[src/rtl/mcu_pkg.sv]
// Shared encodings for the multi-cycle MIPS control unit: opcodes, funcs, ALU ops,
// FSM states, datapath mux selects and the decoded-instruction record.
package mcu_pkg;

    localparam logic [5:0] OpRtype  = 6'b000000;
    localparam logic [5:0] OpRegimm = 6'b000001;
    localparam logic [5:0] OpJ      = 6'b000010;
    localparam logic [5:0] OpJal    = 6'b000011;
    localparam logic [5:0] OpBeq    = 6'b000100;
    localparam logic [5:0] OpBne    = 6'b000101;
    localparam logic [5:0] OpBlez   = 6'b000110;
    localparam logic [5:0] OpBgtz   = 6'b000111;
    localparam logic [5:0] OpAddi   = 6'b001000;
    localparam logic [5:0] OpAddiu  = 6'b001001;
    localparam logic [5:0] OpSlti   = 6'b001010;
    localparam logic [5:0] OpSltiu  = 6'b001011;
    localparam logic [5:0] OpAndi   = 6'b001100;
    localparam logic [5:0] OpOri    = 6'b001101;
    localparam logic [5:0] OpXori   = 6'b001110;
    localparam logic [5:0] OpLui    = 6'b001111;
    localparam logic [5:0] OpLw     = 6'b100011;
    localparam logic [5:0] OpSw     = 6'b101011;

    localparam logic [5:0] FnSll     = 6'b000000;
    localparam logic [5:0] FnSrl     = 6'b000010;
    localparam logic [5:0] FnSra     = 6'b000011;
    localparam logic [5:0] FnJr      = 6'b001000;
    localparam logic [5:0] FnSyscall = 6'b001100;
    localparam logic [5:0] FnMult    = 6'b011000;
    localparam logic [5:0] FnMultu   = 6'b011001;
    localparam logic [5:0] FnDiv     = 6'b011010;
    localparam logic [5:0] FnDivu    = 6'b011011;
    localparam logic [5:0] FnAdd     = 6'b100000;
    localparam logic [5:0] FnAddu    = 6'b100001;
    localparam logic [5:0] FnSub     = 6'b100010;
    localparam logic [5:0] FnSubu    = 6'b100011;
    localparam logic [5:0] FnAnd     = 6'b100100;
    localparam logic [5:0] FnOr      = 6'b100101;
    localparam logic [5:0] FnXor     = 6'b100110;
    localparam logic [5:0] FnNor     = 6'b100111;
    localparam logic [5:0] FnSlt     = 6'b101010;
    localparam logic [5:0] FnSltu    = 6'b101011;

    localparam logic [3:0] AluAdd  = 4'd0;
    localparam logic [3:0] AluSub  = 4'd1;
    localparam logic [3:0] AluAnd  = 4'd2;
    localparam logic [3:0] AluOr   = 4'd3;
    localparam logic [3:0] AluXor  = 4'd4;
    localparam logic [3:0] AluNor  = 4'd5;
    localparam logic [3:0] AluSlt  = 4'd6;
    localparam logic [3:0] AluSltu = 4'd7;
    localparam logic [3:0] AluSll  = 4'd8;
    localparam logic [3:0] AluSrl  = 4'd9;
    localparam logic [3:0] AluSra  = 4'd10;
    localparam logic [3:0] AluLui  = 4'd11;

    typedef enum logic [2:0] {
        StFetch      = 3'd0,
        StDecode     = 3'd1,
        StExec       = 3'd2,
        StMuldivWait = 3'd3,
        StMem        = 3'd4,
        StWb         = 3'd5,
        StHalt       = 3'd6
    } state_e;

    typedef enum logic [1:0] {PcSrcPlus4, PcSrcBranch, PcSrcJump, PcSrcReg} pc_src_e;
    typedef enum logic [1:0] {WbAlu, WbMem, WbLink, WbMulDiv} wb_src_e;
    typedef enum logic [1:0] {DestRt, DestRd, DestR31} reg_dest_e;

    typedef enum logic [3:0] {
        ClsIllegal, ClsAluR, ClsAluImm, ClsLoad, ClsStore, ClsMulDiv,
        ClsBranch, ClsJump, ClsJr, ClsJal, ClsSyscall
    } instr_class_e;

    typedef enum logic [2:0] {BrEq, BrNe, BrLez, BrGtz, BrGez} branch_e;

    typedef struct packed {
        instr_class_e cls;
        branch_e      br;
        logic [3:0]   alu_op;
        logic         alu_src;
        logic         shamt;
        logic         is_unsigned;
        logic         illegal;
    } dec_t;

endpackage

[src/rtl/mcu_decode.sv]
// Combinational instruction decoder: opcode/func to instruction class, branch kind,
// ALU controls, immediate extension and illegal flag.
module mcu_decode
    import mcu_pkg::*;
(
    input  logic [5:0] opcode_i,
    input  logic [5:0] func_i,
    output dec_t       dec_o
);

    always_comb begin
        dec_o     = '0;
        dec_o.cls = ClsIllegal;
        dec_o.br  = BrEq;
        unique case (opcode_i)
            OpRtype: begin
                dec_o.cls = ClsAluR;
                unique case (func_i)
                    FnSll:          begin dec_o.alu_op = AluSll; dec_o.shamt = 1'b1; end
                    FnSrl:          begin dec_o.alu_op = AluSrl; dec_o.shamt = 1'b1; end
                    FnSra:          begin dec_o.alu_op = AluSra; dec_o.shamt = 1'b1; end
                    FnAdd, FnAddu:  dec_o.alu_op = AluAdd;
                    FnSub, FnSubu:  dec_o.alu_op = AluSub;
                    FnAnd:          dec_o.alu_op = AluAnd;
                    FnOr:           dec_o.alu_op = AluOr;
                    FnXor:          dec_o.alu_op = AluXor;
                    FnNor:          dec_o.alu_op = AluNor;
                    FnSlt:          dec_o.alu_op = AluSlt;
                    FnSltu:         dec_o.alu_op = AluSltu;
                    FnJr:           dec_o.cls = ClsJr;
                    FnSyscall:      dec_o.cls = ClsSyscall;
                    FnMult, FnMultu, FnDiv, FnDivu: dec_o.cls = ClsMulDiv;
                    default:        dec_o.cls = ClsIllegal;
                endcase
            end
            OpAddi, OpAddiu: begin
                dec_o.cls = ClsAluImm; dec_o.alu_src = 1'b1; dec_o.alu_op = AluAdd;
            end
            OpSlti: begin
                dec_o.cls = ClsAluImm; dec_o.alu_src = 1'b1; dec_o.alu_op = AluSlt;
            end
            OpSltiu: begin
                dec_o.cls = ClsAluImm; dec_o.alu_src = 1'b1; dec_o.alu_op = AluSltu;
            end
            // Logical immediates zero-extend; arithmetic ones sign-extend.
            OpAndi: begin
                dec_o.cls = ClsAluImm; dec_o.alu_src = 1'b1; dec_o.alu_op = AluAnd;
                dec_o.is_unsigned = 1'b1;
            end
            OpOri: begin
                dec_o.cls = ClsAluImm; dec_o.alu_src = 1'b1; dec_o.alu_op = AluOr;
                dec_o.is_unsigned = 1'b1;
            end
            OpXori: begin
                dec_o.cls = ClsAluImm; dec_o.alu_src = 1'b1; dec_o.alu_op = AluXor;
                dec_o.is_unsigned = 1'b1;
            end
            OpLui: begin
                dec_o.cls = ClsAluImm; dec_o.alu_src = 1'b1; dec_o.alu_op = AluLui;
            end
            OpLw: begin
                dec_o.cls = ClsLoad; dec_o.alu_src = 1'b1; dec_o.alu_op = AluAdd;
            end
            OpSw: begin
                dec_o.cls = ClsStore; dec_o.alu_src = 1'b1; dec_o.alu_op = AluAdd;
            end
            OpBeq:    begin dec_o.cls = ClsBranch; dec_o.br = BrEq;  dec_o.alu_op = AluSub; end
            OpBne:    begin dec_o.cls = ClsBranch; dec_o.br = BrNe;  dec_o.alu_op = AluSub; end
            OpBlez:   begin dec_o.cls = ClsBranch; dec_o.br = BrLez; dec_o.alu_op = AluSub; end
            OpBgtz:   begin dec_o.cls = ClsBranch; dec_o.br = BrGtz; dec_o.alu_op = AluSub; end
            OpRegimm: begin dec_o.cls = ClsBranch; dec_o.br = BrGez; dec_o.alu_op = AluSub; end
            OpJ:      dec_o.cls = ClsJump;
            OpJal:    dec_o.cls = ClsJal;
            default:  dec_o.cls = ClsIllegal;
        endcase
        dec_o.illegal = (dec_o.cls == ClsIllegal);
    end

endmodule

[src/rtl/multicycle_control_unit.sv]
// Multi-cycle MIPS control FSM: FETCH/DECODE/EXEC/MULDIV_WAIT/MEM/WB/HALT with a
// ready/valid memory handshake and a fixed-latency MULT/DIV stall.
module multicycle_control_unit
    import mcu_pkg::*;
#(
    parameter int unsigned MULDIV_CYCLES  = 8,
    parameter int unsigned ALU_OP_W       = 4,
    parameter int unsigned PC_LINK_OFFSET = 8
) (
    input  logic                clk,
    input  logic                rst_b,
    input  logic [5:0]          opcode,
    input  logic [5:0]          func,
    input  logic                zero,
    input  logic                negative,
    input  logic                mem_ready,
    output logic                mem_read_en,
    output logic                mem_write_en,
    output logic                i_or_d,
    output logic                ir_write,
    output logic                pc_write,
    output logic [1:0]          pc_src,
    output logic                alu_src,
    output logic [1:0]          reg_dest,
    output logic [1:0]          wb_src,
    output logic                reg_write_enable,
    output logic                does_shift_amount_need,
    output logic                is_unsigned,
    output logic [ALU_OP_W-1:0] alu_operation,
    output logic                muldiv_start,
    output logic [3:0]          link_offset,
    output logic                halted,
    output logic                illegal_instr,
    output logic [2:0]          state_o
);

    localparam logic [5:0] MdLoad = 6'(MULDIV_CYCLES - 1);

    state_e     state_q, state_d;
    logic [5:0] cnt_q, cnt_d;
    logic       illegal_q, illegal_d;
    dec_t       dec;
    logic       br_taken;

    logic       mem_read_c, mem_write_c, i_or_d_c, ir_write_c, pc_write_c;
    logic       alu_src_c, reg_write_c, shamt_c, unsigned_c, muldiv_start_c;
    pc_src_e    pc_src_c;
    reg_dest_e  reg_dest_c;
    wb_src_e    wb_src_c;
    logic [3:0] alu_op_c;

    mcu_decode u_decode (
        .opcode_i (opcode),
        .func_i   (func),
        .dec_o    (dec)
    );

    always_comb begin
        case (dec.br)
            BrEq:    br_taken = zero;
            BrNe:    br_taken = !zero;
            BrLez:   br_taken = zero || negative;
            BrGtz:   br_taken = !zero && !negative;
            BrGez:   br_taken = !negative;
            default: br_taken = 1'b0;
        endcase
    end

    always_comb begin
        state_d        = state_q;
        cnt_d          = cnt_q;
        illegal_d      = illegal_q;
        mem_read_c     = 1'b0;
        mem_write_c    = 1'b0;
        i_or_d_c       = 1'b0;
        ir_write_c     = 1'b0;
        pc_write_c     = 1'b0;
        pc_src_c       = PcSrcPlus4;
        alu_src_c      = 1'b0;
        reg_dest_c     = DestRt;
        wb_src_c       = WbAlu;
        reg_write_c    = 1'b0;
        shamt_c        = 1'b0;
        unsigned_c     = 1'b0;
        alu_op_c       = AluAdd;
        muldiv_start_c = 1'b0;

        unique case (state_q)
            StFetch: begin
                mem_read_c = 1'b1;
                if (mem_ready) begin
                    ir_write_c = 1'b1;
                    pc_write_c = 1'b1;
                    state_d    = StDecode;
                end
            end
            StDecode: begin
                if (dec.cls == ClsSyscall) begin
                    state_d = StHalt;
                end else if (dec.illegal) begin
                    illegal_d = 1'b1;
                    state_d   = StFetch;
                end else begin
                    state_d = StExec;
                end
            end
            StExec: begin
                alu_op_c   = dec.alu_op;
                alu_src_c  = dec.alu_src;
                shamt_c    = dec.shamt;
                unsigned_c = dec.is_unsigned;
                state_d    = StFetch;
                case (dec.cls)
                    ClsAluR, ClsAluImm: state_d = StWb;
                    ClsLoad, ClsStore:  state_d = StMem;
                    ClsMulDiv: begin
                        muldiv_start_c = 1'b1;
                        cnt_d          = MdLoad;
                        state_d        = (MULDIV_CYCLES <= 1) ? StWb : StMuldivWait;
                    end
                    ClsBranch: begin
                        pc_write_c = br_taken;
                        pc_src_c   = PcSrcBranch;
                    end
                    ClsJump: begin
                        pc_write_c = 1'b1;
                        pc_src_c   = PcSrcJump;
                    end
                    ClsJr: begin
                        pc_write_c = 1'b1;
                        pc_src_c   = PcSrcReg;
                    end
                    ClsJal: begin
                        pc_write_c = 1'b1;
                        pc_src_c   = PcSrcJump;
                        state_d    = StWb;
                    end
                    default: state_d = StFetch;
                endcase
            end
            // cnt_q holds the wait cycles still owed; the last one hands over to WB.
            StMuldivWait: begin
                cnt_d = cnt_q - 6'd1;
                if (cnt_q <= 6'd1) begin
                    state_d = StWb;
                end
            end
            StMem: begin
                i_or_d_c    = 1'b1;
                mem_read_c  = (dec.cls == ClsLoad);
                mem_write_c = (dec.cls != ClsLoad);
                if (mem_ready) begin
                    state_d = (dec.cls == ClsLoad) ? StWb : StFetch;
                end
            end
            StWb: begin
                reg_write_c = 1'b1;
                state_d     = StFetch;
                case (dec.cls)
                    ClsAluR:   begin reg_dest_c = DestRd;  wb_src_c = WbAlu;    end
                    ClsLoad:   begin reg_dest_c = DestRt;  wb_src_c = WbMem;    end
                    ClsJal:    begin reg_dest_c = DestR31; wb_src_c = WbLink;   end
                    ClsMulDiv: begin reg_dest_c = DestRd;  wb_src_c = WbMulDiv; end
                    default:   begin reg_dest_c = DestRt;  wb_src_c = WbAlu;    end
                endcase
            end
            StHalt:  state_d = StHalt;
            default: state_d = StFetch;
        endcase
    end

    always_ff @(posedge clk or negedge rst_b) begin
        if (!rst_b) begin
            state_q   <= StFetch;
            cnt_q     <= '0;
            illegal_q <= 1'b0;
        end else begin
            state_q   <= state_d;
            cnt_q     <= cnt_d;
            illegal_q <= illegal_d;
        end
    end

    // Outputs are forced low while reset is held so requests drop without a clock edge.
    assign mem_read_en            = rst_b & mem_read_c;
    assign mem_write_en           = rst_b & mem_write_c;
    assign i_or_d                 = rst_b & i_or_d_c;
    assign ir_write               = rst_b & ir_write_c;
    assign pc_write               = rst_b & pc_write_c;
    assign pc_src                 = rst_b ? pc_src_c : 2'd0;
    assign alu_src                = rst_b & alu_src_c;
    assign reg_dest               = rst_b ? reg_dest_c : 2'd0;
    assign wb_src                 = rst_b ? wb_src_c : 2'd0;
    assign reg_write_enable       = rst_b & reg_write_c;
    assign does_shift_amount_need = rst_b & shamt_c;
    assign is_unsigned            = rst_b & unsigned_c;
    assign alu_operation          = rst_b ? ALU_OP_W'(alu_op_c) : '0;
    assign muldiv_start           = rst_b & muldiv_start_c;
    assign link_offset            = rst_b ? 4'(PC_LINK_OFFSET) : 4'd0;
    assign halted                 = rst_b & (state_q == StHalt);
    assign illegal_instr          = rst_b & illegal_q;
    assign state_o                = state_q;

endmodule

[config.mk]
export PLATFORM = sky130hd
export DESIGN_NAME = multicycle_control_unit
export DESIGN_NICKNAME = d
export VERILOG_FILES = /design/src/rtl/mcu_pkg.sv /design/src/rtl/mcu_decode.sv /design/src/rtl/multicycle_control_unit.sv
export SDC_FILE = /design/constraint.sdc
export NUM_CORES = 1
export LEC_CHECK = 0
export CAP_MARGIN = 15
export CORE_MARGIN = 8
export CORE_UTILIZATION = 42
export CTS_BUF_LIST = sky130_fd_sc_hd__clkbuf_16
export DETAILED_ROUTE_END_ITERATION = 10
export GPL_TIMING_DRIVEN = 0
export PLACE_DENSITY = 0.75
export SYNTH_ARGS = -nofsm -noshare
export SYNTH_HDL_FRONTEND = slang
export SYNTH_SLANG_ARGS = --single-unit
export TNS_END_PERCENT = 50
[constraint.sdc]
create_clock -name clk -period 1.4 [get_ports clk]
set_input_delay 0.21 -clock clk [delete_from_list [all_inputs] [get_ports clk]]
set_output_delay 0.21 -clock clk [all_outputs]
set_load 0.01 [all_outputs]
== Word level (Yosys, flattened, before mapping) ==
Index checks and enable logic that the tools add are counted.
Storage, ports and cells
  output and inout bits: 29
  register bits after elaboration: 10
  word-level logic and storage cells: 149
  bits of input ports: 17
Cells by class
  multiplexer cells: 45
  reduce and logical (&&, ||, !) cells: 26
  $lt $le $gt $ge: 1
  eq/ne operators: 60
  $add $sub $neg: 1
  bitwise logic cells: 13
Operators by type and width (count)
  $eq 6x6->1 const B: 12
  $eq 6x4->1 const B: 10
  $pmux 4 s10: 1
  $pmux 4 s8: 1
  $pmux 4 s7: 1
  $eq 6x2->1 const B: 4
  $eq 6x3->1 const B: 4
  $eq 6x5->1 const B: 4
  $pmux 3 s6: 1
  $eq 4x3->1 const B: 4
  $pmux 4 s4: 1
  $mux 3: 5
  $mux 1: 14
  $mux 2: 7
  $reduce_or 13->1: 1
  $and 1x1->1: 12
  $eq 3x2->1 const B: 4
  $eq 3x3->1 const B: 4
  $eq 4x4->1 const B: 3
  $logic_not 6->1: 2
  $mux 4: 3
  $pmux 2 s3: 2
  $pmux 3 s4: 1
  $pmux 6 s2: 1
  28 further kinds: 44

== Depth between registers and ports, before layout ==
  word-level depth: 9
  mapped depth: 7
  gate-level depth less buffers: 7

== Modules after synthesis ==
Synthesis repeated with hierarchy kept, for this count alone.
Unflattened totals
  cell total of the unflattened synthesis: 206
  area, all modules: 1451.4 um2
By module, submodules not included
  multicycle_control_unit: sequential area each 250.2 um2, cells each 120, times used 1, area an instance 942.2 um2
  mcu_decode: sequential area each 0.0 um2, cells each 86, times used 1, area an instance 509.2 um2

== Least setup slack after synthesis ==
No wires, ideal clock.
  kind: input-to-output
  start: input func[3]
  end: output pc_write
  arrival time: 1443 ps
  path slack: -253 ps
  cell stages on the path: 6
  path through: buf_2 nor4b_2 nand4b_2 or2_1 a21boi_1 a31oi_1
Between the ends
  cells in the longest elaborated chain, start to end: 9
  elaborated cells between the ends (all ways): 31
Ends and longest elaborated chain
  from (decl): RTL line multicycle_control_unit.sv:13  | input logic [5:0] func,
  $eq 6x6->1 (tied with other cells): RTL line mcu_decode.sv:18  | unique case (func_i)
  $reduce_or 13->1 (no source line) or $reduce_or 4->1 (tied branches)
  $pmux 4 s4 *: RTL line mcu_decode.sv:18
  $pmux 4 s7 *: RTL line mcu_decode.sv:15  | unique case (opcode_i)
  $eq 4x4->1 or $eq 4x3->1 (tied branches): RTL line multicycle_control_unit.sv:113  | case (dec.cls)
  $reduce_or 3->1 (no source line)
  $pmux 1 s2 *: RTL line multicycle_control_unit.sv:113
  $pmux 1 s2 *: RTL line multicycle_control_unit.sv:88  | unique case (state_q)
  $and 1x1->1 *: RTL line multicycle_control_unit.sv:189  | assign pc_write = rst_b & pc_write_c;
  to (decl): RTL line multicycle_control_unit.sv:21  | output logic pc_write,
Every way passes the cells marked *; elsewhere a longest branch is shown, timed or not.

== Worst setup path in the final report ==
  start: input opcode[0]
  end: output pc_write
Between the ends
  cells in the longest elaborated chain, start to end: 8
  elaborated cells between the ends (all ways): 36
Ends and longest elaborated chain
  from (decl): RTL line multicycle_control_unit.sv:12  | input logic [5:0] opcode,
  $eq 6x4->1 (tied with other cells): RTL line mcu_decode.sv:15
  $reduce_or 8->1 (no source line) or $reduce_or 5->1 (tied branches)
  $pmux 4 s7: RTL line mcu_decode.sv:15
  $eq 4x4->1 or $eq 4x3->1 (tied branches): RTL line multicycle_control_unit.sv:113
  $reduce_or 3->1 (no source line)
  $pmux 1 s2 *: RTL line multicycle_control_unit.sv:113
  $pmux 1 s2 *: RTL line multicycle_control_unit.sv:88
  $and 1x1->1 *: RTL line multicycle_control_unit.sv:189
Marks and branches as above.

==> results.txt <==
The flop and latch count out of synthesis is 10. Leaving out fill and tap cells, the most frequent cells in the layout are sky130_fd_sc_hd__buf_4, sky130_fd_sc_hd__buf_2, sky130_fd_sc_hd__buf_6. The fraction of registers with async set or reset after synthesis is 100%. The most critical setup path has its endpoint at pc_write. The critical path required time is 1190 ps.

Setup repair after global routing could not meet its margin everywhere. The first routing iteration left 247 violations. Counting the fill cells in the layout gives 214. The number of I/O port buffers came out at 40. The initial antenna violation count is 0. The power per cell area is 1180 nW/um^2. After synthesis the cells add up to 1390 um^2. The critical path starts at opcode[0]. The critical-path maximum fanout is 3.

The number of instances in the synthesized netlist is 193. The pre-CTS setup slack came out at -1490 ps. TritonCTS built the clock tree. The final wirelength came out at 6520 um. STA classifies the critical path endpoint as a primary output. Max-cap violations in this run came to 0.

The max-slew violation count was 0. The number of vias in the routed layout is 2039. The arrival time of data at the critical path endpoint is 1650 ps. The primary flip-flop cell chosen by synthesis mapping is sky130_fd_sc_hd__dfrtp_1. The summed area of non-filler cells in the final layout came out at 2600 um^2. The total clock buffers created by CTS came out at 3. The placement-stage cell area is 1900 um^2. The number of global-route vias before repair is 1743.

The number of top-level pins is 46. The clock-pin slew on the worst setup and hold paths came out at 40 ps. The half-perimeter wire length of the detailed placement result is 3410 um. The number of antenna diodes is 0. The number of hold violations in the final report is 0. The final critical-path setup slack is -460 ps. During synthesis, Yosys emitted a total of 0 warnings. The maximum level of the CTS H-tree came out at 1. The most common cell after layout, fill and taps aside is sky130_fd_sc_hd__buf_4.

After synthesis, the cell types taking the most area are sky130_fd_sc_hd__dfrtp_1, sky130_fd_sc_hd__a21oi_1, sky130_fd_sc_hd__nor2_1. The peak ir drop on the vdd network came out at 924 uV. The reported leakage power came out at 1.12 nW. The maximum buffer depth of the clock tree is 2. The remaining number of nets flagged by the antenna check after routing came out at 0. The area growth from synthesis to layout is 87.6%. The root buffer cell chosen for the clock tree is sky130_fd_sc_hd__clkbuf_16.

The first global-routing pass estimated 8760 um of wire. The pin count of the biggest net entering global routing is 11. The class of the tightest hold or removal check is in2reg. Based on the critical path, the design can be clocked at up to 538 MHz. The synthesized netlist contains 54 unique library cells. The checks that failed: negative setup slack. The sequential area share after synthesis is 18.0%.

The aggregate global routing overflow came out at 0. Counting flops with a built-in enable in the synthesized netlist gives 0. The flow ran to the end, but the final reports show violations. By startpoint and endpoint, the worst setup path is classified as in2out.

The placement row count is 21. For this configuration, the core starts out at a cell density of 42.6%. The total setup violations reported at the end of the flow is 30. The total core area is 3260 um^2. The mean instance size in the synthesized netlist is 7.19 um^2.

For this design, the sink count on the clock tree is 10. The share of the synthesized area in the top cell type came out at 18.0%. The shortest period the worst path allows is 1860 ps. Global routing consumed, over all layers together, 20.5% of the routing resources. The vertical extent of the die came out at 73.5 um. At the later pin of the worst-skew pair, clock insertion delay measures 240 ps. The worst setup path is launched from an input pin. The routability congestion estimate from global placement came out at 0.940. The origin of the critical flop-to-flop path is cnt_q[4]. The number of cells on the worst reg-to-reg path is 5. In the finished design, the share of the clock period the worst path needs comes to 133%.

Between clock sinks in the finished design, the worst skew comes to 3.66 ps. The average via count per standard cell is 6.29. The biggest area contributor in the post-synthesis netlist is sky130_fd_sc_hd__dfrtp_1.

Cells with a size suffix above 1 make up 55.8% of the layout. In this run the most critical hold path is launched from func[2]. The routed wirelength normalized by instance count came out at 20.1 um.

The die extent in x is 73.5 um. The first detailed-routing pass ran for 5 iterations. The die area is 5400 um^2. The number of nets in the layout came out at 298. The DRC violations left is 0.

The completed layout was analyzed and its total power is 0.00307 W. Setup total negative slack on the finished layout was measured at -6570 ps. The endpoint identified for the worst register-to-register timing path is state_o[2]. The setup slack on the worst flop-to-flop path came out at -300 ps.

The final-layout worst hold slack came out at 403 ps.
==> routing by layer <==
layer	global-route usage, %	vias up	part of all wire, %
li1	-	884	-
met1	26.2	981	39
met2	33.6	140	48
met3	5.05	34	8.9
met4	3.99	0	4.0
met5	0	-	0
==> report_power, final <==
group	switching, W	internal [W]	total (W)
Sequential	0.000182	0.000419	0.000601
Clock	0.000131	0.000374	0.000505
Combinational	0.00104	0.000925	0.00196
Total	0.00135	0.00172	0.00307
==> cell families after synthesis <==
family,after synthesis,share of synthesized area [%]
AO/OA/AOI/OAI,62,29.8
XOR/XNOR,3,1.89
adder cells (fa/ha/maj),2,1.80
buffers and inverters,22,8.02
flip-flops,10,18.0
multiplexers,1,0.721
other,1,0.270
AND/OR/NAND/NOR,92,39.4
==> layout make-up <==
| class | count | area [um^2] | area share [%] |
|---|---|---|---|
| Clock buffer | 3 | 75.1 | 2.88 |
| Sequential cell | 10 | 255 | 9.81 |
| Clock inverter | 1 | 3.75 | 0.144 |
| Multi-Input combinational cell | 163 | 1440 | 55.4 |
| Tap cell | 46 | 57.6 | 2.21 |
| Buffer | 14 | 133 | 5.10 |
| Timing Repair Buffer | 79 | 598 | 23.0 |
| Inverter | 8 | 37.5 | 1.44 |
==> stage by stage <==
stage,cells,util (%)
after floorplan,195,-
after global placement,281,58.4
after detailed placement,281,58.4
after CTS,310,72.5
after global routing,324,79.9
final,324,79.9
==> cells in the mapped netlist (2+ instances only) <==
| master | instances |
|---|---|
| sky130_fd_sc_hd__nor2_1 | 18 |
| sky130_fd_sc_hd__xnor2_1 | 2 |
| sky130_fd_sc_hd__buf_4 | 6 |
| sky130_fd_sc_hd__and3b_1 | 2 |
| sky130_fd_sc_hd__nand4_1 | 3 |
| sky130_fd_sc_hd__and2_1 | 4 |
| sky130_fd_sc_hd__a21bo_2 | 2 |
| sky130_fd_sc_hd__a31oi_1 | 5 |
| sky130_fd_sc_hd__nand2b_1 | 7 |
| sky130_fd_sc_hd__o21ai_1 | 9 |
| sky130_fd_sc_hd__nor3_1 | 7 |
| sky130_fd_sc_hd__a211oi_1 | 4 |
| sky130_fd_sc_hd__nand4b_1 | 2 |
| sky130_fd_sc_hd__a21o_1 | 2 |
| sky130_fd_sc_hd__o21ai_0 | 4 |
| sky130_fd_sc_hd__o21bai_1 | 2 |
| sky130_fd_sc_hd__nand3_1 | 7 |
| sky130_fd_sc_hd__nor2b_1 | 8 |
| sky130_fd_sc_hd__nor4_1 | 3 |
| sky130_fd_sc_hd__buf_2 | 5 |
| sky130_fd_sc_hd__a21oi_1 | 15 |
| sky130_fd_sc_hd__clkbuf_1 | 2 |
| sky130_fd_sc_hd__o31ai_1 | 6 |
| sky130_fd_sc_hd__inv_1 | 8 |
| sky130_fd_sc_hd__o211ai_1 | 3 |
| sky130_fd_sc_hd__dfrtp_1 | 10 |
| sky130_fd_sc_hd__or2_1 | 2 |
| sky130_fd_sc_hd__nor3b_1 | 3 |
| sky130_fd_sc_hd__ha_1 | 2 |
| sky130_fd_sc_hd__or3_1 | 2 |
| sky130_fd_sc_hd__nand2_1 | 15 |
==> what timing repair did <==
| item | 4_1_cts | 5_1_grt |
|---|---|---|
| buffers inserted | 24 | 14 |
| resized for setup | 205 | 37 |
| setup endpoints to repair | 36 | 32 |
| pin swaps | 20 | 14 |
| hold endpoints to repair | 10 | 0 |
| hold buffers | 1 | 0 |
==> worst min-delay path by stage <==
stage                             to  slack [ps]  depth (start not counted)
after floorplan             cnt_q[0]         -90                          0
after global placement     illegal_q         440                          1
after detailed placement   illegal_q         450                          1
after CTS                 state_o[2]         370                          3
after global routing      state_o[2]         430                          3
final                     state_o[2]         400                          3
==> flip-flops by register name, summed over array words and instances (netlist names) <==
register / count
cnt_q: 6
illegal_q: 1
state_o: 3
==> critical path, stage by stage <==
cell and delay (ps):
sky130_fd_sc_hd__buf_8 100, sky130_fd_sc_hd__nor4_4 340, sky130_fd_sc_hd__buf_4 180, sky130_fd_sc_hd__nand4b_4 100
sky130_fd_sc_hd__or2_4 250, sky130_fd_sc_hd__a21boi_4 150, sky130_fd_sc_hd__a31oi_2 150, sky130_fd_sc_hd__buf_2 160
Note: power is estimated with default switching activity, not from simulation.
